### src/rtl/mips_pkg.sv
// Shared definitions for the 5-stage MIPS pipeline.
//   state_t   : pipeline sequencing state (run / drain after HALT / frozen)
//   REG_ZERO  : register $zero; never a real load-use producer
//   OP_*      : primary opcodes that the ID decoder matches for jump/halt
package mips_pkg;

  typedef enum logic [1:0] {
    ST_RUN    = 2'd0,
    ST_DRAIN  = 2'd1,
    ST_HALTED = 2'd2
  } state_t;

  localparam logic [4:0] REG_ZERO = 5'd0;

  localparam logic [5:0] OP_J    = 6'h02;
  localparam logic [5:0] OP_JAL  = 6'h03;
  localparam logic [5:0] OP_HALT = 6'h3F;

endpackage

### src/rtl/step_sync_edge.sv
// Synchronizes the asynchronous step button and emits a one-clock pulse on
// each synchronized 0->1 transition.
//   clk, rst_n : clock and synchronous active-low reset
//   btn        : debounced button, asynchronous to clk
//   pulse      : one-clock step request
module step_sync_edge #(
  parameter int SYNC_STAGES = 2
) (
  input  logic clk,
  input  logic rst_n,
  input  logic btn,
  output logic pulse
);

  logic [SYNC_STAGES-1:0] sync;
  // fill marks which synchronizer flops hold real samples rather than reset
  // zeros; prev is only allowed to follow the chain once it is full, so a
  // button held through reset is never mistaken for a fresh press.
  logic [SYNC_STAGES-1:0] fill;
  logic                   prev;

  always_ff @(posedge clk) begin
    if (!rst_n) begin
      sync <= '0;
      fill <= '0;
      prev <= 1'b1;
    end else begin
      sync <= {sync[SYNC_STAGES-2:0], btn};
      fill <= {fill[SYNC_STAGES-2:0], 1'b1};
      if (fill[SYNC_STAGES-1]) prev <= sync[SYNC_STAGES-1];
    end
  end

  assign pulse = fill[SYNC_STAGES-1] & sync[SYNC_STAGES-1] & ~prev;

endmodule

### src/rtl/pipe_hazard_step_ctrl.sv
// Sequencing and hazard controller for the 5-stage MIPS pipeline.
// Produces the global advance enable (free-run or single-step), the PC and
// IF/ID write enables, the IF/ID and ID/EX flushes for load-use stalls,
// jumps, taken branches and HALT drain, plus debug cycle/stall counters.
//   clk, rst_n          : clock, synchronous active-low reset
//   mode_step, btn_step : single-step mode select and raw step button
//   id_* / ex_*         : decode info from ID and EX stages
//   adv                 : global stage enable
//   pc_we, ifid_we      : PC and IF/ID write enables
//   ifid_flush          : IF/ID loads NOP
//   idex_flush          : ID/EX loads bubble
//   halted              : pipeline frozen after HALT retired
//   cycle_cnt           : advances since reset (wraps)
//   stall_cnt           : load-use stall advances since reset (saturates)
module pipe_hazard_step_ctrl
  import mips_pkg::*;
#(
  parameter int SYNC_STAGES  = 2,
  parameter int DRAIN_CYCLES = 3,
  parameter int CNT_W        = 32,
  parameter int STALL_W      = 16
) (
  input  logic               clk,
  input  logic               rst_n,
  input  logic               mode_step,
  input  logic               btn_step,
  input  logic [4:0]         id_rs,
  input  logic [4:0]         id_rt,
  input  logic               id_uses_rt,
  input  logic               id_is_jump,
  input  logic               id_is_halt,
  input  logic               ex_mem_read,
  input  logic [4:0]         ex_rt,
  input  logic               ex_branch_taken,
  output logic               adv,
  output logic               pc_we,
  output logic               ifid_we,
  output logic               ifid_flush,
  output logic               idex_flush,
  output logic               halted,
  output logic [CNT_W-1:0]   cycle_cnt,
  output logic [STALL_W-1:0] stall_cnt
);

  localparam int               DRN_W    = (DRAIN_CYCLES > 1) ? $clog2(DRAIN_CYCLES) : 1;
  localparam logic [DRN_W-1:0] DRN_LAST = DRN_W'(DRAIN_CYCLES - 1);

  function automatic logic [STALL_W-1:0] sat_inc(input logic [STALL_W-1:0] v);
    return (&v) ? v : v + STALL_W'(1);
  endfunction

  state_t           state, state_nxt;
  logic [DRN_W-1:0] drain_cnt, drain_nxt;
  logic             step_pulse;
  logic             go;
  logic             luh;
  logic             stall_inc;

  step_sync_edge #(.SYNC_STAGES(SYNC_STAGES)) u_step (
    .clk   (clk),
    .rst_n (rst_n),
    .btn   (btn_step),
    .pulse (step_pulse)
  );

  assign go  = mode_step ? step_pulse : 1'b1;
  assign luh = ex_mem_read & (ex_rt != REG_ZERO) &
               ((ex_rt == id_rs) | (id_uses_rt & (ex_rt == id_rt)));

  always_comb begin
    state_nxt  = state;
    drain_nxt  = drain_cnt;
    adv        = 1'b0;
    pc_we      = 1'b0;
    ifid_we    = 1'b0;
    ifid_flush = 1'b0;
    idex_flush = 1'b0;
    halted     = 1'b0;
    stall_inc  = 1'b0;
    if (rst_n) begin
      case (state)
        ST_RUN: begin
          adv = go;
          if (go) begin
            if (ex_branch_taken) begin
              pc_we      = 1'b1;
              ifid_we    = 1'b1;
              ifid_flush = 1'b1;
              idex_flush = 1'b1;
            end else if (luh) begin
              idex_flush = 1'b1;
              stall_inc  = 1'b1;
            end else if (id_is_jump) begin
              pc_we      = 1'b1;
              ifid_we    = 1'b1;
              ifid_flush = 1'b1;
            end else if (!id_is_halt) begin
              pc_we   = 1'b1;
              ifid_we = 1'b1;
            end
            // A HALT squashed by a taken branch never really issued.
            if (id_is_halt && !ex_branch_taken) begin
              state_nxt = ST_DRAIN;
              drain_nxt = '0;
            end
          end
        end
        ST_DRAIN: begin
          adv = go;
          if (go) begin
            idex_flush = 1'b1;
            if (drain_cnt == DRN_LAST) state_nxt = ST_HALTED;
            else                       drain_nxt = drain_cnt + DRN_W'(1);
          end
        end
        ST_HALTED: halted = 1'b1;
        default:   state_nxt = ST_RUN;
      endcase
    end
  end

  always_ff @(posedge clk) begin
    if (!rst_n) begin
      state     <= ST_RUN;
      drain_cnt <= '0;
      cycle_cnt <= '0;
      stall_cnt <= '0;
    end else begin
      state     <= state_nxt;
      drain_cnt <= drain_nxt;
      if (adv)       cycle_cnt <= cycle_cnt + CNT_W'(1);
      if (stall_inc) stall_cnt <= sat_inc(stall_cnt);
    end
  end

endmodule

### config.mk
export PLATFORM = sky130hd
export DESIGN_NAME = pipe_hazard_step_ctrl
export DESIGN_NICKNAME = d
export VERILOG_FILES = /design/src/rtl/mips_pkg.sv /design/src/rtl/step_sync_edge.sv /design/src/rtl/pipe_hazard_step_ctrl.sv
export SDC_FILE = /design/constraint.sdc
export NUM_CORES = 1
export LEC_CHECK = 0
export ABC_AREA = 1
export CAP_MARGIN = 40
export CORE_MARGIN = 2
export CORE_UTILIZATION = 50
export DETAILED_ROUTE_END_ITERATION = 7
export HOLD_SLACK_MARGIN = 0.08
export PLACE_DENSITY = 0.81
export REMOVE_ABC_BUFFERS = 1
export SYNTH_ARGS = -nofsm -noshare
export SYNTH_HDL_FRONTEND = slang
export SYNTH_HIERARCHICAL = 1
export SYNTH_SLANG_ARGS = --single-unit
### constraint.sdc
create_clock -name clk -period 2.1 [get_ports clk]
set_input_delay 0.42 -clock clk [delete_from_list [all_inputs] [get_ports clk]]
set_output_delay 0.42 -clock clk [all_outputs]
set_load 0.005 [all_outputs]
==> results.cfg, run 1 <==
[final_layout]
antennaDiodeCount = 0
fillCellCount = 514
final_common_cell = nand2_1
area_delta_synth_final_pct = 40.5
final_nets = 642
mostFrequentLayoutCells = nand2_1 (124), nor2_1 (78), inv_1 (65)
stdcell_area_um2 = 4530
drive_gt1_frac = 0.148
fin_util = 0.721

[placed_design]
hpwl_um = 6390
gp_congestion = 0.866
place_ws_ns = -0.481
placed_area_um2 = 4210
numPortBuffers = 77

[global_route]
antenna_found_initial = 0
grt_max_degree = 38
grt_pass1_wl_um = 15100
grt_overflow = 0
grt_usage = 0.256
grt_pass1_vias = 3502

[routing]
ant_nets = 0
vias_per_cell = 5.33
drt-total-wl_um = 9370
drt_iter0_markers = 292
routedWlPerCell_um = 13.4
drt_first_pass_iters = 6
route.vias.total = 3714
drc = 0

[die]
ios = 78
initial_core_util = 0.513
dieArea_um2 = 7100
num_rows = 29
die_x_um = 84.3
design.core.area_um2 = 6280
die_h_um = 84.3

[flow_run]
maxCapViolations = 0

[synth]
yosysWarnings = 6
ys_seq_area_frac = 0.354
synthesis.area_um2 = 3220
syn_avg_cell_area_um2 = 6.37
synth_cells = 506
synthDistinctLibCells = 37
ys_ff_latch = 57

[sta]
setup_viol = 0
min_period_ns = 2.05
hold_slack_ns = 0.410
finalCritPeriodShare = 0.975
slew_violations = 0
worstMarginPinSlew_ns = 0.466
slew_headroom = 0.687
fin_ws_ns = 0.0523
hold_viol_final = 0
skew_ns = 0.00738
fmax_mhz = 488

[clocking]
htreeDepth = 3
cts_inserted_buffers = 9
cts_tree = done
cts_max_path_buffers = 2
cts.sinks = 57
insertion_delay_ns = 0.34
ctsRootBufferMaster = clkbuf_8
clk_pin_slew_ns = 0.07

[hold_path]
holdCritPathClass = reg -> reg

[setup_path]
worstSetupStartpointType = input pin
path_class = in -> out
slowest_delay_ns = 0.27
slowest_stage = dlygate4sd2_1
reg2reg_setup_slack_ns = 0.23
cp_common_cell = nand2_1
crit_path_cell_trace = dlygate4sd2_1 -> inv_1 -> nand2_1 -> nand2_1 -> nor2_1 -> nand3_1 -> nand2_2 -> nand3_4 -> o211a_1 -> buf_2
worstPathRequired_ns = 1.68
cp_max_fo = 3
arrival_ns = 1.63
worstSetupEndpointType = primary output

[power_and_ir_drop]
p_leak_nw = 1.83
vdd_drop_max_mv = 0.430
p_comb_frac = 0.106
p_per_area_nw_per_um2 = 531
switching_share = 0.258
power_switching_mw = 0.620
clockPowerShare = 0.432
internal_power_mw = 1.78
p_seq_frac = 0.463

[outcome]
status = finished clean
-- logic make-up (layout without fill, tap and decap cells) --
group,count (synthesis),count (layout),synth area share
flip-flops,57,57,0.354
buffers and inverters,80,194,0.0967
adder cells (fa/ha/maj),3,3,0.0117
AND/OR/NAND/NOR,304,304,0.422
XOR/XNOR,8,8,0.0217
AO/OA/AOI/OAI,54,54,0.0936
-- state kept, by name, indices dropped and copies added (netlist names) --
name         cells
u_step/fill      2
cycle_cnt       32
stall_cnt       16
u_step/prev      1
u_step/sync      2
drain_cnt        2
state            2
-- worst max-delay path, delay by kind of cell --
| kind | cells | cell delay (ns) |
|---|---|---|
| AND/OR/NAND/NOR | 6 | 0.56 |
| buffers and inverters | 3 | 0.49 |
| AO/OA/AOI/OAI | 1 | 0.16 |
-- worst paths after layout --
kind / startpoint / to / cells after the start
setup / recovery: ex_rt[2] / ifid_we / 10
hold / removal: u_step/sync[0]$_SDFF_PN0_ / u_step/sync[1]$_SDFF_PN0_ / 2
hold reg to reg: u_step/sync[0]$_SDFF_PN0_ / u_step/sync[1]$_SDFF_PN0_ / 2
setup reg to reg: stall_cnt[0]$_SDFFE_PN0P_ / stall_cnt[11]$_SDFFE_PN0P_ / 11
-- stage by stage --
stage	total power, mW	instances	setup TNS, ns
2_1_floorplan	1.24	499	0
5_1_grt	2.48	697	-0.0557
3_5_place_dp	1.38	674	-7.32
4_1_cts	2.39	695	-0.00507
3_3_place_gp	1.37	674	-4.85
6_report	2.40	697	0
-- synthesized netlist by cell type, drive strengths merged --
cell | number | area (µm²)
o21a | 2 | 15.0
and3 | 1 | 6.26
clkbuf | 5 | 18.8
xnor2 | 4 | 35.0
nor4 | 1 | 6.26
nand2 | 132 | 505
clkinv | 1 | 3.75
nor2 | 92 | 388
dfxtp | 57 | 1140
or3 | 1 | 6.26
nor3 | 22 | 125
and2 | 1 | 6.26
buf | 2 | 18.8
inv | 72 | 270
nand4 | 19 | 134
nand3b | 1 | 7.51
a221oi | 1 | 8.76
o21ai | 15 | 75.1
nand3 | 32 | 160
o211a | 1 | 10.0
a211oi | 2 | 15.0
o21bai | 2 | 15.0
or2 | 2 | 15.0
ha | 3 | 37.5
xor2 | 4 | 35.0
o211ai | 1 | 7.51
a31oi | 4 | 25.0
a21oi | 26 | 130
-- power groups by stage --
| stage | combinational (mW) | clock [mW] | sequential, mW |
|---|---|---|---|
| after floorplan | 0.110 | 0 | 1.13 |
| after global placement | 0.230 | 0 | 1.14 |
| after detailed placement | 0.240 | 0 | 1.14 |
| after CTS | 0.241 | 1.04 | 1.11 |
| after global routing | 0.280 | 1.08 | 1.11 |
| final | 0.254 | 1.04 | 1.11 |
-- area by class of cell --
cell class | count | area, µm² | area share
clock buffer | 10 | 138 | 0.0304
clock inverter | 6 | 57.6 | 0.0127
inverter | 73 | 274 | 0.0605
multi-input combinational | 369 | 1840 | 0.407
sequential | 57 | 1140 | 0.252
tap | 77 | 96.3 | 0.0213
timing repair buffer | 105 | 975 | 0.215
-- repair_timing --
action                                  CTS  global route
pin swaps                                 9            16
endpoints found under the setup margin    6            15
resized for setup                        38            26
hold buffers                              0             0
setup buffers                             5             2
gates cloned                              0             1
-- metal layers --
metal,share of wire,track usage,vias up
met4,0.022,0.120,0
met1,0.40,0.298,1703
li1,-,-,1841
met2,0.52,0.460,144
met3,0.056,0.0393,26
met5,0,0,-
(Power assumes the default switching activity.)
==> run 2: changes to the inputs <==
--- a/config.mk
+++ b/config.mk
@@ -7,11 +7,13 @@
 export LEC_CHECK = 0
 export ABC_AREA = 1
 export CAP_MARGIN = 40
+export CELL_PAD_IN_SITES_DETAIL_PLACEMENT = 0
+export CELL_PAD_IN_SITES_GLOBAL_PLACEMENT = 1
 export CORE_MARGIN = 2
-export CORE_UTILIZATION = 50
+export CORE_UTILIZATION = 34
 export DETAILED_ROUTE_END_ITERATION = 7
 export HOLD_SLACK_MARGIN = 0.08
-export PLACE_DENSITY = 0.81
+export PLACE_DENSITY_LB_ADDON = 0.1
 export REMOVE_ABC_BUFFERS = 1
 export SYNTH_ARGS = -nofsm -noshare
 export SYNTH_HDL_FRONTEND = slang
==> results.cfg, run 2 (synthesis gave the netlist of run 1 again) <==
[outcome]
status = finished clean

[setup_path]
worstSetupStartpointType = input pin
worstSetupEndpointType = primary output
slowest_stage = clkdlybuf4s50_1
slowest_delay_ns = 0.52
cp_max_fo = 2
arrival_ns = 1.57
crit_path_cell_trace = dlygate4sd2_1 -> inv_2 -> buf_4 -> nor2_1 -> clkdlybuf4s50_1
worstPathRequired_ns = 1.68
path_class = in -> out
reg2reg_setup_slack_ns = 0.26

[clocking]
cts.sinks = 57
insertion_delay_ns = 0.33
htreeDepth = 3
cts_max_path_buffers = 2
cts_tree = done
cts_inserted_buffers = 9
ctsRootBufferMaster = clkbuf_8
clk_pin_slew_ns = 0.06
hold_buffers = 0

[sta]
setup_viol = 0
min_period_ns = 1.99
fmax_mhz = 503
fin_ws_ns = 0.111
fin_setup_tns_ns = 0
grt_setup_unrepaired = no
worstMarginPinSlew_ns = 0.464
hold_viol_final = 0
slew_violations = 0
skew_ns = 0.0127
hold_slack_ns = 0.410
finalCritPeriodShare = 0.947
slew_headroom = 0.688

[final_layout]
area_delta_synth_final_pct = 40.5
register_area_um2 = 1140
fin_util = 0.492
final_nets = 649
stdcell_area_um2 = 4530
mostFrequentLayoutCells = nand2_1 (126), nor2_1 (81), inv_1 (67)
fillCellCount = 989
antennaDiodeCount = 0
multiInputGateArea_um2 = 1790
layout_top_registers = cycle_cnt: 32 flops, stall_cnt: 16 flops
largest_reg_flops = 32
drive_gt1_frac = 0.131
largest_register = cycle_cnt
final_common_cell = nand2_1

[die]
initial_core_util = 0.350
dieArea_um2 = 10300
die_h_um = 101
die_x_um = 101
ios = 78
num_rows = 35
design.core.area_um2 = 9200

[global_route]
grt_overflow = 0
grt_use_met2 = 0.319
grt_pass1_vias = 3325
grt_usage = 0.178
gr-usage-met1 = 0.215
antenna_found_initial = 0
grt_max_degree = 38
gr-usage-met3 = 0.0428
grt_pass1_wl_um = 14800
grt.busiest_layer = met2

[placed_design]
hpwl_um = 6640
placed_area_um2 = 4310
gp_congestion = 0.783
numPortBuffers = 77
place_ws_ns = -0.455

[power_and_ir_drop]
p_leak_nw = 1.82
p_per_area_nw_per_um2 = 510
vdd_drop_max_mv = 0.322

[routing]
route.vias.total = 3479
vias_per_cell = 4.72
ant_nets = 0
drt_iter0_markers = 66
drc = 0
routedWlPerCell_um = 11.9
drt_first_pass_iters = 4
drt-total-wl_um = 8730

[flow_run]
maxCapViolations = 0

[hold_path]
holdCritPathClass = reg -> reg
-- run 2: changes by cell type in the layout (fill, tap and decap cells not counted), sizes merged --
cell           change
clkinv             -1
dlymetal6s2s       -1
clkinvlp           -1
dlygate4sd2        +4
buf                +6
clkdlybuf4s50      -1
-- run 2: through the flow --
step                      std cells  total power, mW
final                           737             2.31
after global routing            737             2.43
after global placement          716             1.38
after CTS                       737             2.35
after floorplan                 499             1.24
after detailed placement        716             1.38
-- run 2: routing by layer --
layer | part of all wire | routed length [µm]
met1 | 0.47 | 4070
met2 | 0.50 | 4350
met3 | 0.031 | 269
met4 | 0.0055 | 48
met5 | 0 | 0
-- run 2: area by class of cell --
cell class,instances,share of cell area
repair buffers,112,0.222
flip-flops and latches,57,0.252
inverters,73,0.0605
clock inverters,4,0.00995
multi-input cells,369,0.395
clock buffers,11,0.0290
well taps,111,0.0307
-- run 2: report_power, final --
group | switching [mW] | internal, mW | leakage, nW
logic | 0.124 | 0.116 | 1.27
clock network | 0.422 | 0.536 | 0.0929
registers | 0.0121 | 1.10 | 0.461
-- run 2: what timing repair did --
action	4_1_cts	5_1_grt
resized for setup	35	7
buffers inserted	6	0
gates cloned	0	1
pin swaps	10	10
setup endpoints to repair	6	11
-- run 2: worst max-delay path: cells and delay by family --
family | cells | cell delay (ns)
and+or+nand+nor | 1 | 0.14
buffers and inverters | 4 | 1.01
-- run 2: worst paths after layout --
kind,cells after the start,to,start
min reg2reg,2,u_step/fill[1]$_SDFF_PN0_,u_step/fill[0]$_DFF_P_
min,2,u_step/fill[1]$_SDFF_PN0_,u_step/fill[0]$_DFF_P_
max,5,halted,rst_n
max reg2reg,10,stall_cnt[15]$_SDFFE_PN0P_,stall_cnt[0]$_SDFFE_PN0P_
==> run 3: changes to the inputs <==
--- a/config.mk
+++ b/config.mk
@@ -13,6 +13,7 @@
 export CORE_UTILIZATION = 34
 export DETAILED_ROUTE_END_ITERATION = 7
 export HOLD_SLACK_MARGIN = 0.08
+export MAX_ROUTING_LAYER = met4
 export PLACE_DENSITY_LB_ADDON = 0.1
 export REMOVE_ABC_BUFFERS = 1
 export SYNTH_ARGS = -nofsm -noshare
==> results.cfg, run 3 (synthesis gave the netlist of run 1 again) <==
[placed_design]
numPortBuffers = 77
hpwl_um = 6640
gp_congestion = 0.794
placed_area_um2 = 4310

[sta]
setup_viol = 0
grt_setup_unrepaired = no
min_period_ns = 2.00
finalCritPeriodShare = 0.951
fmax_mhz = 501
slew_headroom = 0.687
hold_viol_final = 0
skew_ns = 0.0137
worstMarginPinSlew_ns = 0.467
slew_violations = 0
hold_slack_ns = 0.410
fin_setup_tns_ns = 0

[final_layout]
antennaDiodeCount = 0
stdcell_area_um2 = 4530
fin_util = 0.492
layout_top_registers = cycle_cnt: 32 flops, stall_cnt: 16 flops
mostFrequentLayoutCells = nand2_1 (126), nor2_1 (81), inv_1 (67)
drive_gt1_frac = 0.131
final_nets = 649
final_common_cell = nand2_1
largest_reg_flops = 32
largest_register = cycle_cnt
fillCellCount = 989
area_delta_synth_final_pct = 40.5

[setup_path]
slowest_delay_ns = 0.52
path_class = in -> out
worstSetupStartpointType = input pin
cp_max_fo = 2
worstSetupEndpointType = primary output
slowest_stage = clkdlybuf4s50_1
arrival_ns = 1.58
crit_path_cell_trace = dlygate4sd2_1 -> inv_2 -> buf_4 -> nor2_1 -> clkdlybuf4s50_1
worstPathRequired_ns = 1.68

[die]
num_rows = 35
die_h_um = 101
dieArea_um2 = 10300
design.core.area_um2 = 9200
ios = 78
initial_core_util = 0.350
die_x_um = 101

[hold_path]
holdCritPathClass = reg -> reg

[routing]
drt-total-wl_um = 8740
drt_first_pass_iters = 4
routedWlPerCell_um = 11.9
route.vias.total = 3496
vias_per_cell = 4.74
drc = 0
drt_iter0_markers = 67
ant_nets = 0

[clocking]
clk_pin_slew_ns = 0.06
ctsRootBufferMaster = clkbuf_8
cts.sinks = 57
htreeDepth = 3
cts_max_path_buffers = 2
cts_inserted_buffers = 9
insertion_delay_ns = 0.33
cts_tree = done

[global_route]
grt_pass1_vias = 3324
grt_max_degree = 38
grt_usage = 0.183
grt_pass1_wl_um = 14800
antenna_found_initial = 0
grt_overflow = 0

[power_and_ir_drop]
power_mw = 2.32
vdd_drop_max_mv = 0.322
p_per_area_nw_per_um2 = 512
p_leak_nw = 1.82

[outcome]
status = finished clean

[flow_run]
maxCapViolations = 0
==> run 3: worst paths after layout <==
path                                  start                    endpoint  slack (ns)  cells after the start
hold / removal       u_step/fill[0]$_DFF_P_   u_step/fill[1]$_SDFF_PN0_        0.41                      2
hold reg to reg      u_step/fill[0]$_DFF_P_   u_step/fill[1]$_SDFF_PN0_        0.41                      2
setup / recovery                      rst_n                      halted        0.10                      5
setup reg to reg  stall_cnt[0]$_SDFFE_PN0P_  stall_cnt[15]$_SDFFE_PN0P_        0.25                     10
==> run 3: stage by stage <==
step | worst slack, ns | instances
6_report | 0.104 | 737
5_1_grt | 0.000300 | 737
4_1_cts | 0.0192 | 737
3_5_place_dp | -0.455 | 716
3_3_place_gp | -0.419 | 716
2_1_floorplan | 0.403 | 499
==> run 3: what timing repair did <==
item	4_1_cts	5_1_grt
hold buffers	0	0
setup buffers	6	0
gates cloned	0	1
resized for setup	35	7
setup endpoints to repair	6	11
hold endpoints to repair	0	0
pin swaps	10	10
==> run 3: routing by layer <==
layer / vias up / routed length, µm / track usage
li1: 1854 / - / -
met1: 1563 / 4010 / 0.215
met2: 70 / 4330 / 0.319
met3: 9 / 333 / 0.0428
met4: 0 / 65 / 0.0395
met5: - / 0 / -
==> run 3: worst max-delay path, delay by kind of cell <==
kind | cells | cell delay, ns
AND/OR/NAND/NOR | 1 | 0.14
buffers and inverters | 4 | 1.01
==> run 3: area by class of cell <==
cell class / instances / area [µm²] / share of cell area
well taps: 111 / 139 / 0.0307
clock buffers: 11 / 131 / 0.0290
inverters: 73 / 274 / 0.0605
repair buffers: 112 / 1010 / 0.222
flip-flops and latches: 57 / 1140 / 0.252
clock inverters: 4 / 45.0 / 0.00995
multi-input cells: 369 / 1790 / 0.395
==> run 3: report_power, final <==
group,switching [mW],internal [mW]
clock network,0.430,0.536
registers,0.0121,1.10
logic,0.124,0.116
total,0.567,1.75
